### src/rtl/csr_unit_m.sv
// Machine-mode CSR file: CSRRW/RS/RC execution, trap entry and MRET, interrupt
// arbitration and the machine counters. Lives at WB and feeds the redirect logic.
module csr_unit_m #(
    parameter int          NUM_HPM     = 3,
    parameter bit          VECTOR_EN   = 1'b1,
    parameter logic [31:0] RESET_MTVEC = 32'h0000_0000
) (
    input  logic                                   CLK,
    input  logic                                   RST,
    input  logic                                   CSR_VALID,
    input  logic [1:0]                             CSR_OP,
    input  logic [11:0]                            CSR_ADDR,
    input  logic [31:0]                            CSR_SRC,
    input  logic                                   CSR_WR_EN,
    input  logic                                   INSN_RETIRE,
    input  logic [((NUM_HPM > 0) ? NUM_HPM : 1)-1:0] HPM_EVENT,
    input  logic                                   IRQ_SW,
    input  logic                                   IRQ_TIMER,
    input  logic                                   IRQ_EXT,
    input  logic                                   TRAP_VALID,
    input  logic                                   TRAP_IS_INT,
    input  logic [30:0]                            TRAP_CAUSE,
    input  logic [31:0]                            TRAP_PC,
    input  logic [31:0]                            TRAP_TVAL,
    input  logic                                   MRET,
    output logic [31:0]                            CSR_RDATA_REG,
    output logic                                   CSR_ILLEGAL,
    output logic [31:0]                            TRAP_TARGET,
    output logic [31:0]                            MEPC_OUT,
    output logic                                   IRQ_REQ,
    output logic [3:0]                             IRQ_CODE
);
    localparam int          HPM_N      = (NUM_HPM > 0) ? NUM_HPM : 1;
    localparam logic [31:0] MTVEC_MASK = VECTOR_EN ? 32'hFFFF_FFFD : 32'hFFFF_FFFC;
    localparam logic [31:0] INH_MASK   = 32'h0000_0005 | (((32'h1 << NUM_HPM) - 32'h1) << 3);

    logic        r_st_mie, r_st_mpie;
    logic [31:0] r_mie, r_mtvec, r_mscratch, r_mepc, r_mcause, r_mtval, r_minhibit;
    logic [63:0] r_mcycle, r_minstret;
    logic [63:0] r_hpm [HPM_N];
    logic [31:0] r_rdata;
    logic        r_illegal;

    logic        w_access, w_known, w_legal, w_write, w_cnt_lo, w_cnt_hi;
    logic [31:0] w_old, w_wdata, w_mip, w_pend;

    // An access is CSR_VALID with a non-zero CSR_OP. There is no backpressure: one
    // access is accepted every cycle and its old value and legality appear next cycle.
    assign w_access = CSR_VALID && (CSR_OP != 2'b00);
    assign w_cnt_lo = (CSR_ADDR[11:5] == 7'h58);
    assign w_cnt_hi = (CSR_ADDR[11:5] == 7'h5C);
    assign w_mip    = {20'h0, IRQ_EXT, 3'h0, IRQ_TIMER, 3'h0, IRQ_SW, 3'h0};
    assign w_pend   = r_mie & w_mip;

    always_comb begin
        w_known = 1'b1;
        w_old   = 32'h0;
        case (CSR_ADDR)
            12'h300: w_old = {19'h0, 2'b11, 3'h0, r_st_mpie, 3'h0, r_st_mie, 3'h0};
            12'h304: w_old = r_mie;
            12'h305: w_old = r_mtvec;
            12'h320: w_old = r_minhibit;
            12'h340: w_old = r_mscratch;
            12'h341: w_old = r_mepc;
            12'h342: w_old = r_mcause;
            12'h343: w_old = r_mtval;
            12'h344: w_old = w_mip;
            default: begin
                if (w_cnt_lo || w_cnt_hi) begin
                    // Slot 1 would be the time counter, which lives outside this unit.
                    w_known = (CSR_ADDR[4:0] != 5'd1);
                    if (CSR_ADDR[4:0] == 5'd0) begin
                        w_old = w_cnt_hi ? r_mcycle[63:32] : r_mcycle[31:0];
                    end else if (CSR_ADDR[4:0] == 5'd2) begin
                        w_old = w_cnt_hi ? r_minstret[63:32] : r_minstret[31:0];
                    end
                    for (int i = 0; i < NUM_HPM; i++) begin
                        if (CSR_ADDR[4:0] == 5'(i + 3)) begin
                            w_old = w_cnt_hi ? r_hpm[i][63:32] : r_hpm[i][31:0];
                        end
                    end
                end else begin
                    w_known = (CSR_ADDR[11:5] == 7'h19) && (CSR_ADDR[4:0] >= 5'd3);
                end
            end
        endcase
    end

    always_comb begin
        case (CSR_OP)
            2'b01:   w_wdata = CSR_SRC;
            2'b10:   w_wdata = w_old | CSR_SRC;
            default: w_wdata = w_old & ~CSR_SRC;
        endcase
    end

    assign w_legal = w_known && !(CSR_WR_EN && (CSR_ADDR[11:10] == 2'b11));
    assign w_write = w_access && w_legal && CSR_WR_EN && !TRAP_VALID && !MRET;

    always_ff @(posedge CLK) begin
        if (RST) begin
            r_st_mie   <= 1'b0;
            r_st_mpie  <= 1'b0;
            r_mie      <= 32'h0;
            r_mtvec    <= RESET_MTVEC & MTVEC_MASK;
            r_mscratch <= 32'h0;
            r_mepc     <= 32'h0;
            r_mcause   <= 32'h0;
            r_mtval    <= 32'h0;
            r_minhibit <= 32'h0;
            r_mcycle   <= 64'h0;
            r_minstret <= 64'h0;
            for (int i = 0; i < HPM_N; i++) r_hpm[i] <= 64'h0;
            r_rdata    <= 32'h0;
            r_illegal  <= 1'b0;
        end else begin
            if (w_access) r_rdata <= w_legal ? w_old : 32'h0;
            r_illegal <= w_access && !w_legal;

            if (!r_minhibit[0]) r_mcycle <= r_mcycle + 64'd1;
            if (!r_minhibit[2] && INSN_RETIRE) r_minstret <= r_minstret + 64'd1;
            for (int i = 0; i < NUM_HPM; i++) begin
                if (!r_minhibit[i + 3] && HPM_EVENT[i]) r_hpm[i] <= r_hpm[i] + 64'd1;
            end

            // A counter write lands after the increments so it replaces them for this cycle.
            if (w_write) begin
                case (CSR_ADDR)
                    12'h300: begin
                        r_st_mie  <= w_wdata[3];
                        r_st_mpie <= w_wdata[7];
                    end
                    12'h304: r_mie      <= w_wdata & 32'h0000_0888;
                    12'h305: r_mtvec    <= w_wdata & MTVEC_MASK;
                    12'h320: r_minhibit <= w_wdata & INH_MASK;
                    12'h340: r_mscratch <= w_wdata;
                    12'h341: r_mepc     <= w_wdata & 32'hFFFF_FFFC;
                    12'h342: r_mcause   <= w_wdata;
                    12'h343: r_mtval    <= w_wdata;
                    12'hB00: r_mcycle   <= {r_mcycle[63:32], w_wdata};
                    12'hB80: r_mcycle   <= {w_wdata, r_mcycle[31:0]};
                    12'hB02: r_minstret <= {r_minstret[63:32], w_wdata};
                    12'hB82: r_minstret <= {w_wdata, r_minstret[31:0]};
                    default: begin
                        for (int i = 0; i < NUM_HPM; i++) begin
                            if (CSR_ADDR == 12'hB03 + 12'(i)) r_hpm[i] <= {r_hpm[i][63:32], w_wdata};
                            else if (CSR_ADDR == 12'hB83 + 12'(i)) r_hpm[i] <= {w_wdata, r_hpm[i][31:0]};
                        end
                    end
                endcase
            end

            if (TRAP_VALID) begin
                r_mepc    <= TRAP_PC & 32'hFFFF_FFFC;
                r_mcause  <= {TRAP_IS_INT, TRAP_CAUSE};
                r_mtval   <= TRAP_TVAL;
                r_st_mpie <= r_st_mie;
                r_st_mie  <= 1'b0;
            end else if (MRET) begin
                r_st_mie  <= r_st_mpie;
                r_st_mpie <= 1'b1;
            end
        end
    end

    assign CSR_RDATA_REG = r_rdata;
    assign CSR_ILLEGAL   = r_illegal;
    assign MEPC_OUT      = r_mepc;
    assign TRAP_TARGET   = {r_mtvec[31:2], 2'b00} +
                           ((r_mtvec[0] && TRAP_IS_INT) ? {26'h0, TRAP_CAUSE[3:0], 2'b00} : 32'h0);
    assign IRQ_REQ       = r_st_mie && (|w_pend);
    assign IRQ_CODE      = w_pend[11] ? 4'd11 : w_pend[3] ? 4'd3 : w_pend[7] ? 4'd7 : 4'd0;
endmodule

### config.mk
export PLATFORM = sky130hd
export DESIGN_NAME = csr_unit_m
export DESIGN_NICKNAME = d
export VERILOG_FILES = /design/src/rtl/csr_unit_m.sv
export SDC_FILE = /design/constraint.sdc
export NUM_CORES = 2
export LEC_CHECK = 0
export ABC_AREA = 1
export CAP_MARGIN = 10
export CELL_PAD_IN_SITES_DETAIL_PLACEMENT = 2
export CELL_PAD_IN_SITES_GLOBAL_PLACEMENT = 2
export CORE_AREA = 2 2 344 346
export DETAILED_ROUTE_END_ITERATION = 16
export DIE_AREA = 0 0 346 348
export PLACE_DENSITY = 0.86
export SETUP_SLACK_MARGIN = 0.5
export SYNTH_ARGS = -nofsm -noshare
export SYNTH_HDL_FRONTEND = slang
export SYNTH_SLANG_ARGS = --single-unit
### constraint.sdc
create_clock -name CLK -period 5.9 [get_ports CLK]
set_input_delay 1.475 -clock CLK [delete_from_list [all_inputs] [get_ports CLK]]
set_output_delay 1.475 -clock CLK [all_outputs]
set_load 0.01 [all_outputs]
==> reports/metrics.cfg <==
[cts]
root_buffer=clkbuf_16
cts_hold_buf=0
cts_sinks=520
clk_pin_slew_worst_paths_ps=60
cts_buffer_depth=3
cts_tree=built
clkLatencyLatePin_ps=710
cts_buffers=70
h-tree-depth=3

[detailed_routing]
drtIter0Drc=6126
wl_met2_mm=111
route.met3.wl_mm=26.8
drc_errors=0
top_layer=met5
first_pass_iters=6
ant_nets=0
viasPerCell=6.24
totalWireLength_mm=258
met1Wirelength_mm=101
wl_per_cell_um=32.7
via_count=49281

[critical_path]
regToRegSetupSlack_ps=2190
crit_fanout=3
crit_path_end_kind=primary output
criticalPathCategory=input pin to primary output
cp-start-kind=input pin
critPathArrivalTime_ps=4240
crit_required_ps=4430

[logic_synthesis]
syn-instance-count=6079
synth_top_area_share=0.171
ys.flop_type=dfxtp_1
synthAdderAreaFrac=0.00444
synth.avg_cell_area_um2=6.31
synthDistinctLibCells=51
synth_top_area_cell=dfxtp_1
netlist_area_mm2=0.0384
synth-compound-area-share=0.138
muxShareOfSynthArea=0
synth_area_leaders=dfxtp_1 (17%), edfxtp_1 (15%), nand2_1 (14%), nand3_1 (7.9%), inv_1 (7.7%)
synthSimpleGateAreaFrac=0.357
yosys_warnings=0
ys_seq_elements=520
async_flop_share=0
synthXorXnorAreaFrac=0.0614
seq_area_frac_synth=0.321
synth-edff-count=192
synth_top_family_by_area=simple AND/OR/NAND/NOR gates

[timing]
worst_hold_slack_ps=481
skew_ps=50.8
hold_viol=0
slew_viol_final=0
period_share=0.969
rsz0062_at_grt=true
fmax_mhz=175
tightest_slew_ps=1220
min_period_ps=5720
relSlewSlack=0.182
setup_viol=0

[grt]
grt_usage=0.387
grt_antenna_before_repair=20
grt_first_pass_wirelength_mm=347
grt_pass1_vias=49491
grt_max_degree=133
overflow=0

[power]
leakagePower_nw=18.9
ir_drop_mv=0.204
p_per_area_mw_per_mm2=222

[floorplanning]
die_y_um=348
core_mm2=0.117
fp-row-count=126
die_w_um=346
dieArea_mm2=0.120
start_util=0.328
io_pins=257

[place]
place_congestion=1.01
io_buffer_count=250
dp_hpwl_mm=172
placed_area_mm2=0.0430

[run_status]
status=finished clean

[final_layout]
fin_nets=6455
final_layout_size_suffix_gt1_frac=0.0738
final_core_util=0.392
fin_area_mm2=0.0459
area_delta_synth_final_pct=19.5

[job]
cap_violations=0

[hold_path]
hold_path_class=flip-flop to flip-flop

final timing paths:
kind / startpoint / end / cells past startpoint
worst max-delay path: TRAP_IS_INT / TRAP_TARGET[19] / 22
worst min-delay path: CSR_RDATA_REG[20] / CSR_RDATA_REG[20] / 2
worst max register to register: r_hpm[1][0] / r_hpm[1][54] / 15
worst min register to register: CSR_RDATA_REG[20] / CSR_RDATA_REG[20] / 2
cells by family (layout without fill, tap and decap cells):
kind of cell | count (synthesis) | in the layout
AO/OA/AOI/OAI | 1023 | 1023
XOR/XNOR | 269 | 269
adder cells (fa/ha/maj) | 13 | 13
buffers and inverters | 1133 | 1396
flip-flops | 520 | 520
other | 1 | 18
AND/OR/NAND/NOR | 3120 | 3120
registers in the layout, summed over array words and instances (netlist names), 3 cells and up:
| register | cells |
|---|---|
| r_hpm | 192 |
| r_mcycle | 64 |
| r_minstret | 64 |
| CSR_RDATA_REG | 32 |
| r_mcause | 32 |
| r_mscratch | 32 |
| r_mtval | 32 |
| r_mtvec | 31 |
| MEPC_OUT | 30 |
| r_minhibit | 5 |
| r_mie | 3 |
per-stage QoR:
step | worst slack [ps] | total power, mW | std cells | TNS [ps]
6_report | 183 | 10.2 | 7895 | 0
3_3_place_gp | -629 | 5.47 | 7726 | -7900
2_1_floorplan | 715 | 4.82 | 6082 | 0
4_1_cts | 247 | 9.95 | 7873 | 0
5_1_grt | 198 | 10.4 | 7885 | 0
3_5_place_dp | -783 | 5.53 | 7726 | -10350
cells in the mapped netlist (all sizes together) (18+ instances only):
master     n
o211ai    30
edfxtp   192
o21ai    536
nand2   1469
nand3b    26
nand3    613
o22ai     52
clkbuf   150
xor2     248
nor3     223
nor3b     18
buf      165
nand4    133
nor4      48
inv      814
dfxtp    328
xnor2     21
a21oi    395
nor2     572
cell usage in the layout, fill, tap and decap left out, drive strengths merged, types with 133 or more instances in the layout:
cell	n
buf	215
nor3	223
nand2	1469
dfxtp	328
o21ai	536
nand4	133
a21oi	395
edfxtp	192
nand3	613
inv	818
clkdlybuf4s50	220
xor2	248
nor2	572
worst max-delay path, cell delays in order:
cell and delay, ps:
buf_8 90, nand2_4 70, nor2_4 160, ha_4 180, buf_4 110, buf_4 130
nand3_4 120, nand3_4 150, a21oi_4 100, nor2_4 150, nand3_2 120, nor2_2 130
buf_6 120, nand3_4 100, nor2_4 130, buf_6 160, nand2_8 60, nor2_4 160
buf_6 130, buf_6 90, xor2_2 140, buf_2 160
area by class of cell:
class                      instances  area, um^2
fill                           14113       71100
multi-input combinational       4429       22000
sequential                       520       12300
timing repair buffer             448        4240
inverter                         818        3080
clock buffer                      98        1970
tap                             1536        1920
clock inverter                    32         314
antenna                           14        35.0
layer usage:
metal / vias to the layer above / track usage
met4: 18 / 0.232
met5: - / 0
met3: 968 / 0.0739
li1: 20277 / -
met1: 24769 / 0.511
met2: 3249 / 0.585
where the power goes:
| part | leakage, nW | switching [mW] | internal (mW) |
|---|---|---|---|
| clock | 1.12 | 2.11 | 2.45 |
| combinational | 13.1 | 1.03 | 0.411 |
| sequential | 4.71 | 0.233 | 3.94 |
repair_timing:
item | in CTS | in global routing
resized for setup | 125 | 51
pin swaps | 21 | 19
endpoints found under the setup margin | 25 | 24
buffers inserted | 17 | 8
(Power assumes the default switching activity.)
